File: src/rtl/cpu_run_ctrl_if.sv
// Command, breakpoint, retire and pulse signals between the monitor side and cpu_run_ctrl.
// The master drives commands and retire info; the slave (run controller) drives the pulses and status.
interface cpu_run_ctrl_if #(
   parameter int STEP_W = 16
) ();
   logic              init_calib_complete;
   logic              cmd_run;
   logic              cmd_step;
   logic              cmd_stop;
   logic [STEP_W-1:0] step_count;
   logic              brk_en;
   logic [31:0]       brk_addr;
   logic              retire_valid;
   logic [31:0]       retire_pc;
   logic              stall;
   logic              cpu_start;
   logic              quit_cmd;
   logic              busy;
   logic [2:0]        halt_cause;
   logic [STEP_W-1:0] steps_left;

   modport master (
      output init_calib_complete, cmd_run, cmd_step, cmd_stop, step_count,
             brk_en, brk_addr, retire_valid, retire_pc, stall,
      input  cpu_start, quit_cmd, busy, halt_cause, steps_left
   );

   modport slave (
      input  init_calib_complete, cmd_run, cmd_step, cmd_stop, step_count,
             brk_en, brk_addr, retire_valid, retire_pc, stall,
      output cpu_start, quit_cmd, busy, halt_cause, steps_left
   );
endinterface

File: src/rtl/cpu_run_ctrl.sv
// Run-control sequencer: turns run/step/stop commands into single-cycle cpu_start / quit_cmd
// pulses, with instruction-count stepping, one PC breakpoint, calibration wait and pipeline drain.
module cpu_run_ctrl #(
   parameter int STEP_W      = 16,
   parameter int DRAIN_CYC   = 6,
   parameter int CAL_TIMEOUT = 0
) (
   input  logic          clk,
   input  logic          rst,
   cpu_run_ctrl_if.slave bus
);
   localparam int TIMER_W = 32;

   typedef enum logic [2:0] {IDLE, WAIT_CAL, START, RUN, QUIT, DRAIN} state_t;
   typedef enum logic [2:0] {
      CAUSE_NONE = 3'd0, CAUSE_STOP = 3'd1, CAUSE_STEP = 3'd2, CAUSE_BRK = 3'd3, CAUSE_CAL = 3'd4
   } cause_t;

   state_t             state, state_nxt;
   cause_t             cause, cause_nxt;
   logic               step_mode, step_mode_nxt;
   logic [STEP_W-1:0]  steps, steps_nxt;
   logic [TIMER_W-1:0] timer, timer_nxt;
   logic               cal_q;
   logic               start_q, quit_q, busy_q;
   logic               start_nxt, quit_nxt, busy_nxt;

   logic              retire_ok, brk_hit, last_step, cal_expired, drain_done;
   logic [STEP_W-1:0] step_load;

   assign retire_ok   = bus.retire_valid & ~bus.stall;
   assign brk_hit     = retire_ok & bus.brk_en & (bus.retire_pc == bus.brk_addr);
   assign last_step   = retire_ok & step_mode & (steps == STEP_W'(1));
   assign step_load   = (bus.step_count == '0) ? STEP_W'(1) : bus.step_count;
   assign cal_expired = (CAL_TIMEOUT != 0) && (timer == TIMER_W'(CAL_TIMEOUT - 1));
   assign drain_done  = (timer == TIMER_W'(DRAIN_CYC - 1));

   // Calibration is registered once; every decision uses the flopped copy.
   // NOTE: sequential state only ever uses <=, so every flop sees pre-edge values of its peers.
   always_ff @(posedge clk) begin
      if (rst) begin
         state     <= IDLE;
         cause     <= CAUSE_NONE;
         step_mode <= 1'b0;
         steps     <= '0;
         timer     <= '0;
         cal_q     <= 1'b0;
         start_q   <= 1'b0;
         quit_q    <= 1'b0;
         busy_q    <= 1'b0;
      end else begin
         state     <= state_nxt;
         cause     <= cause_nxt;
         step_mode <= step_mode_nxt;
         steps     <= steps_nxt;
         timer     <= timer_nxt;
         cal_q     <= bus.init_calib_complete;
         start_q   <= start_nxt;
         quit_q    <= quit_nxt;
         busy_q    <= busy_nxt;
      end
   end

   // NOTE: every signal written here gets a default first, so no path can infer a latch.
   always_comb begin
      state_nxt     = state;
      cause_nxt     = cause;
      step_mode_nxt = step_mode;
      steps_nxt     = steps;
      case (state)
         IDLE: begin
            if (!bus.cmd_stop && (bus.cmd_step || bus.cmd_run)) begin
               step_mode_nxt = bus.cmd_step;
               steps_nxt     = bus.cmd_step ? step_load : '0;
               cause_nxt     = CAUSE_NONE;
               state_nxt     = cal_q ? START : WAIT_CAL;
            end
         end
         WAIT_CAL: begin
            if (bus.cmd_stop) begin
               state_nxt = IDLE;
               cause_nxt = CAUSE_STOP;
               steps_nxt = '0;
            end else if (cal_q) begin
               state_nxt = START;
            end else if (cal_expired) begin
               state_nxt = IDLE;
               cause_nxt = CAUSE_CAL;
               steps_nxt = '0;
            end
         end
         START: begin
            state_nxt = bus.cmd_stop ? QUIT : RUN;
            if (bus.cmd_stop) cause_nxt = CAUSE_STOP;
         end
         RUN: begin
            if (retire_ok && step_mode && steps != '0) steps_nxt = steps - STEP_W'(1);
            // Stop outranks a breakpoint, which outranks the final step.
            if (bus.cmd_stop) begin
               state_nxt = QUIT;
               cause_nxt = CAUSE_STOP;
            end else if (brk_hit) begin
               state_nxt = QUIT;
               cause_nxt = CAUSE_BRK;
            end else if (last_step) begin
               state_nxt = QUIT;
               cause_nxt = CAUSE_STEP;
            end
         end
         QUIT:  state_nxt = DRAIN;
         DRAIN: begin
            if (drain_done) begin
               state_nxt = IDLE;
               steps_nxt = '0;
            end
         end
         default: state_nxt = IDLE;
      endcase
      timer_nxt = (state_nxt == state && (state == WAIT_CAL || state == DRAIN))
                  ? timer + TIMER_W'(1) : '0;
   end

   // The quit pulse is issued from the QUIT state and so lands on the first DRAIN cycle.
   always_comb begin
      start_nxt = (state_nxt == START);
      quit_nxt  = (state == QUIT);
      busy_nxt  = (state != IDLE);
   end

   assign bus.cpu_start  = start_q;
   assign bus.quit_cmd   = quit_q;
   assign bus.busy       = busy_q;
   assign bus.halt_cause = cause;
   assign bus.steps_left = steps;
endmodule

File: src/flat_wrapper.sv
// flat-port wrapper written by rule: the top's interface ports become plain ports
module cpu_run_ctrl_flat 
#(
   parameter int STEP_W      = 16,
   parameter int DRAIN_CYC   = 6,
   parameter int CAL_TIMEOUT = 0
)
  (clk, rst, bus_init_calib_complete, bus_cmd_run, bus_cmd_step, bus_cmd_stop, bus_step_count, bus_brk_en, bus_brk_addr, bus_retire_valid, bus_retire_pc, bus_stall, bus_cpu_start, bus_quit_cmd, bus_busy, bus_halt_cause, bus_steps_left);
  cpu_run_ctrl_if #(.STEP_W(STEP_W)) bus_i ();
  input  logic clk;
  input  logic rst;
  input wire logic [$bits(bus_i.init_calib_complete)-1:0] bus_init_calib_complete;
  input wire logic [$bits(bus_i.cmd_run)-1:0] bus_cmd_run;
  input wire logic [$bits(bus_i.cmd_step)-1:0] bus_cmd_step;
  input wire logic [$bits(bus_i.cmd_stop)-1:0] bus_cmd_stop;
  input wire logic [$bits(bus_i.step_count)-1:0] bus_step_count;
  input wire logic [$bits(bus_i.brk_en)-1:0] bus_brk_en;
  input wire logic [$bits(bus_i.brk_addr)-1:0] bus_brk_addr;
  input wire logic [$bits(bus_i.retire_valid)-1:0] bus_retire_valid;
  input wire logic [$bits(bus_i.retire_pc)-1:0] bus_retire_pc;
  input wire logic [$bits(bus_i.stall)-1:0] bus_stall;
  output wire logic [$bits(bus_i.cpu_start)-1:0] bus_cpu_start;
  output wire logic [$bits(bus_i.quit_cmd)-1:0] bus_quit_cmd;
  output wire logic [$bits(bus_i.busy)-1:0] bus_busy;
  output wire logic [$bits(bus_i.halt_cause)-1:0] bus_halt_cause;
  output wire logic [$bits(bus_i.steps_left)-1:0] bus_steps_left;
  assign bus_i.init_calib_complete = bus_init_calib_complete;
  assign bus_i.cmd_run = bus_cmd_run;
  assign bus_i.cmd_step = bus_cmd_step;
  assign bus_i.cmd_stop = bus_cmd_stop;
  assign bus_i.step_count = bus_step_count;
  assign bus_i.brk_en = bus_brk_en;
  assign bus_i.brk_addr = bus_brk_addr;
  assign bus_i.retire_valid = bus_retire_valid;
  assign bus_i.retire_pc = bus_retire_pc;
  assign bus_i.stall = bus_stall;
  assign bus_cpu_start = bus_i.cpu_start;
  assign bus_quit_cmd = bus_i.quit_cmd;
  assign bus_busy = bus_i.busy;
  assign bus_halt_cause = bus_i.halt_cause;
  assign bus_steps_left = bus_i.steps_left;
  cpu_run_ctrl #(.STEP_W(STEP_W), .DRAIN_CYC(DRAIN_CYC), .CAL_TIMEOUT(CAL_TIMEOUT)) u_core (.clk(clk), .rst(rst), .bus(bus_i));
endmodule
File: config.mk
export PLATFORM = sky130hd
export DESIGN_NAME = cpu_run_ctrl_flat
export DESIGN_NICKNAME = d
export VERILOG_FILES = /design/src/rtl/cpu_run_ctrl_if.sv /design/src/rtl/cpu_run_ctrl.sv /design/src/flat_wrapper.sv
export SDC_FILE = /design/constraint.sdc
export NUM_CORES = 1
export LEC_CHECK = 0
export BUFFER_PORTS_ARGS = -buffer_cell sky130_fd_sc_hd__buf_4
export CAP_MARGIN = 20
export CELL_PAD_IN_SITES_DETAIL_PLACEMENT = 1
export CELL_PAD_IN_SITES_GLOBAL_PLACEMENT = 2
export CORE_MARGIN = 4
export CORE_UTILIZATION = 31
export DETAILED_ROUTE_END_ITERATION = 12
export GPL_TIMING_DRIVEN = 0
export HOLD_SLACK_MARGIN = 0.1
export PLACE_DENSITY_LB_ADDON = 0.1
export SYNTH_ARGS = -nofsm -noshare
export SYNTH_HDL_FRONTEND = slang
export SYNTH_SLANG_ARGS = --single-unit
File: constraint.sdc
create_clock -name clk -period 4.4 [get_ports clk]
set_clock_uncertainty 0.05 [all_clocks]
set_input_delay 1.1 -clock clk [delete_from_list [all_inputs] [get_ports clk]]
set_output_delay 1.1 -clock clk [all_outputs]
set_load 0.01 [all_outputs]
==> results.sh <==
export IMPL_status="completed"
export IMPL_clk_pin_slew_ns=0.05
export IMPL_coreArea_um2=10900
export IMPL_pwr_share_clk_pct=44.3
export IMPL_crit_fanout=10
export IMPL_row_count=38
export IMPL_synth_area_per_cell_um2=8.16
export IMPL_syn_cell_area_um2=3490
export IMPL_grt_pass1_vias=3751
export IMPL_dpl_hpwl_um=8710
export IMPL_diodes=0
export IMPL_static_leakage_power_nw=1.89
export IMPL_ant_nets=0
export IMPL_netlist_instances=428
export IMPL_synth_top_area_share_pct=33.2
export IMPL_hold_violations=0
export IMPL_maxCapViolations=0
export IMPL_combinationalPowerShare_pct=18.8
export IMPL_die_area_um2=13000
export IMPL_wl_um=11000
export IMPL_gp_routability_congestion=0.776
export IMPL_utilization_pct=43.6
export IMPL_die_h_um=114
export IMPL_root_buffer="clkbuf_16"
export IMPL_vias_per_cell=5.13
export IMPL_post_cts_resized=0
export IMPL_fin_tns_setup_ns=0
export IMPL_synth_edff_count=0
export IMPL_nFillCells=1345
export IMPL_relSlewSlack_pct=47.1
export IMPL_post_route_min_period_ns=2.84
export IMPL_ys_top_cells_by_count="58 x dfxtp_1, 55 x nor2_1, 51 x xor2_1, 26 x a21oi_1, 25 x nand2_1"
export IMPL_p_per_area_nw_per_um2=319
export IMPL_intPower_mw=1.12
export IMPL_async_reset_ff_share_pct=0
export IMPL_yosysMostFrequentCell="dfxtp_1"
export IMPL_timing_rr_end="u_core.bus.steps_left[12]$_SDFFE_PP0P_"
export IMPL_synth_nets=522
export IMPL_cts_tree="yes"
export IMPL_nets=641
export IMPL_hold_slack_ns=0.398
export IMPL_crit_type="input port to flop"
export IMPL_cts_sink_count=58
export IMPL_holdPathEnd="u_core.bus.halt_cause[1]$_SDFFE_PP0P_"
export IMPL_max_freq_mhz=352
export IMPL_start_kind="input port"
export IMPL_grt_start_max_net_pins=11
export IMPL_drc=0
export IMPL_rsz0062_at_grt="false"
export IMPL_port_buffers=108
export IMPL_vias=3542
export IMPL_ys_flop_type="dfxtp_1"
export IMPL_numCtsBuffers=9
export IMPL_area_growth_pct=36.5
export IMPL_swShare_pct=26.2
export IMPL_setup_viol=0
export IMPL_ys_seq_area_share_pct=33.2
export IMPL_yosys_warnings=0
export IMPL_firstDrtPassIters=4
export IMPL_first_iter_violations=124
export IMPL_ctsHoldBuffers=0
export IMPL_final_max_slew_violation_count=0
export IMPL_cts_setup_buffers=0
export IMPL_r2r_slack_ns=1.85
export IMPL_tightest_slew_ns=0.787
export IMPL_finalCritPeriodShare_pct=64.5
export IMPL_reg2reg_from="u_core.timer[0]$_SDFF_PP0_"
export IMPL_netlist_cell_type_count=52
export IMPL_initial_core_util_pct=32.0
export IMPL_ys_top_cells_by_area="dfxtp_1 33%, xor2_1 13%, nor2_1 5.9%"
export IMPL_grt_pass1_wl_um=18100
export IMPL_track_usage_pct=17.1
export IMPL_worst_ir_drop_vdd_mv=0.199
export IMPL_required_ns=4.60
export IMPL_synth_area_leader_cell="dfxtp_1"
export IMPL_antenna_found_initial=0
export IMPL_drive_gt1_share_pct=27.2
export IMPL_die_w_um=114
export IMPL_end_kind="flop"
export IMPL_p_sw_mw=0.399
export IMPL_hp_class="flop to flop"
export IMPL_min_from="u_core.bus.halt_cause[1]$_SDFFE_PP0P_"
export IMPL_r2r_cells=8
export IMPL_htree_levels=3
export IMPL_clk_path_buf_depth=2
export IMPL_clk_latency_ns=0.33
export IMPL_arrival_ns=3.04
export IMPL_synth_seq_cells=58
export IMPL_pin_count=111
export IMPL_min_path_cells=2
export IMPL_routedWlPerCell_um=16.0
export IMPL_seqPwrFrac_pct=36.9
export IMPL_global_route_overflow_total=0
[per-layer routing]
layer	track usage, %	vias to the layer above	share of wire (%)
li1	-	1769	-
met1	20.6	1703	43
met2	30.4	58	51
met3	3.59	12	4.5
met4	5.07	0	1.2
met5	0	-	0
[layout make-up]
type / count / area [um2] / share of cell area, %
clock buffers: 13 / 280 / 5.87
clock inverters: 2 / 10.0 / 0.210
flip-flops and latches: 58 / 1160 / 24.3
multi-input cells: 344 / 2200 / 46.0
repair buffers: 108 / 811 / 17.0
inverters: 9 / 33.8 / 0.708
plain buffers: 17 / 104 / 2.18
well taps: 140 / 175 / 3.67
[worst max-delay path, stage by stage]
cell	delay, ns
buf_4	0.12
or3_1	0.37
a2bb2oi_1	0.14
o21ai_0	0.34
o211ai_2	0.24
clkbuf_2	0.25
or2_2	0.32
a21oi_1	0.17
[kinds of logic after synthesis]
group,synth area share [%]
buf+inv,3.94
compound gates,14.6
flops,33.2
fa+ha+maj,1.79
simple gates,29.8
xor+xnor,16.5
other cells,0.107
[how the worst max path moves through the flow]
stage	end	slack, ns	start	cells past startpoint
2_1_floorplan	u_core.bus.steps_left[11]$_SDFFE_PP0P_	1.68	bus_cmd_stop	7
3_3_place_gp	u_core.bus.steps_left[12]$_SDFFE_PP0P_	1.22	bus_cmd_stop	8
3_5_place_dp	u_core.bus.steps_left[12]$_SDFFE_PP0P_	1.21	bus_cmd_stop	8
4_1_cts	u_core.bus.steps_left[12]$_SDFFE_PP0P_	1.53	bus_cmd_stop	8
5_1_grt	u_core.bus.steps_left[11]$_SDFFE_PP0P_	1.42	bus_cmd_stop	8
6_report	u_core.bus.steps_left[12]$_SDFFE_PP0P_	1.56	bus_cmd_stop	8
[power groups by stage]
| stage | Sequential (mW) | Clock [mW] | Combinational (mW) |
|---|---|---|---|
| after floorplan | 0.573 | 0 | 0.156 |
| after global placement | 0.572 | 0 | 0.282 |
| after detailed placement | 0.573 | 0 | 0.288 |
| after CTS | 0.562 | 0.695 | 0.289 |
| after global routing | 0.564 | 0.713 | 0.316 |
| final | 0.562 | 0.674 | 0.287 |
[layout by cell type, fill, tap and decap left out, types with 3 or more instances in the layout]
master       n
a211oi_2     4
o211ai_1     3
nand2b_1     3
nand3_1     19
dfxtp_1     58
nor3_1      12
or2_2        7
or3_1        4
nand2_1     25
nor2_1      55
ha_1         5
nor2b_1      4
xnor2_1     15
o21ai_0     19
a21oi_1     26
buf_4      110
a22oi_1      6
inv_1        9
buf_6        4
nand4_1      8
and3_1      13
and4_1       5
clkbuf_8     4
nor4b_1      3
clkbuf_16    9
nor4_1      24
xor2_1      51
clkbuf_1     8
a221oi_1     4
a31oi_1      3
[registers in the layout, summed over array words and instances, names as in the netlist]
signal / flops
u_core.bus.busy: 1
u_core.bus.cpu_start: 1
u_core.bus.halt_cause: 2
u_core.bus.quit_cmd: 1
u_core.bus.steps_left: 16
u_core.cal_q: 1
u_core.state: 3
u_core.step_mode: 1
u_core.timer: 32
[through the flow]
stage                     cell area, um2  total power [mW]  instances  setup WS (ns)
after global routing                4770              1.59        691           1.42
after detailed placement            4480             0.860        676           1.21
after CTS                           4770              1.55        691           1.53
after global placement              4480             0.854        676           1.22
final                               4770              1.52        691           1.56
after floorplan                     3490             0.729        428           1.68
(Power assumes the default switching activity.)
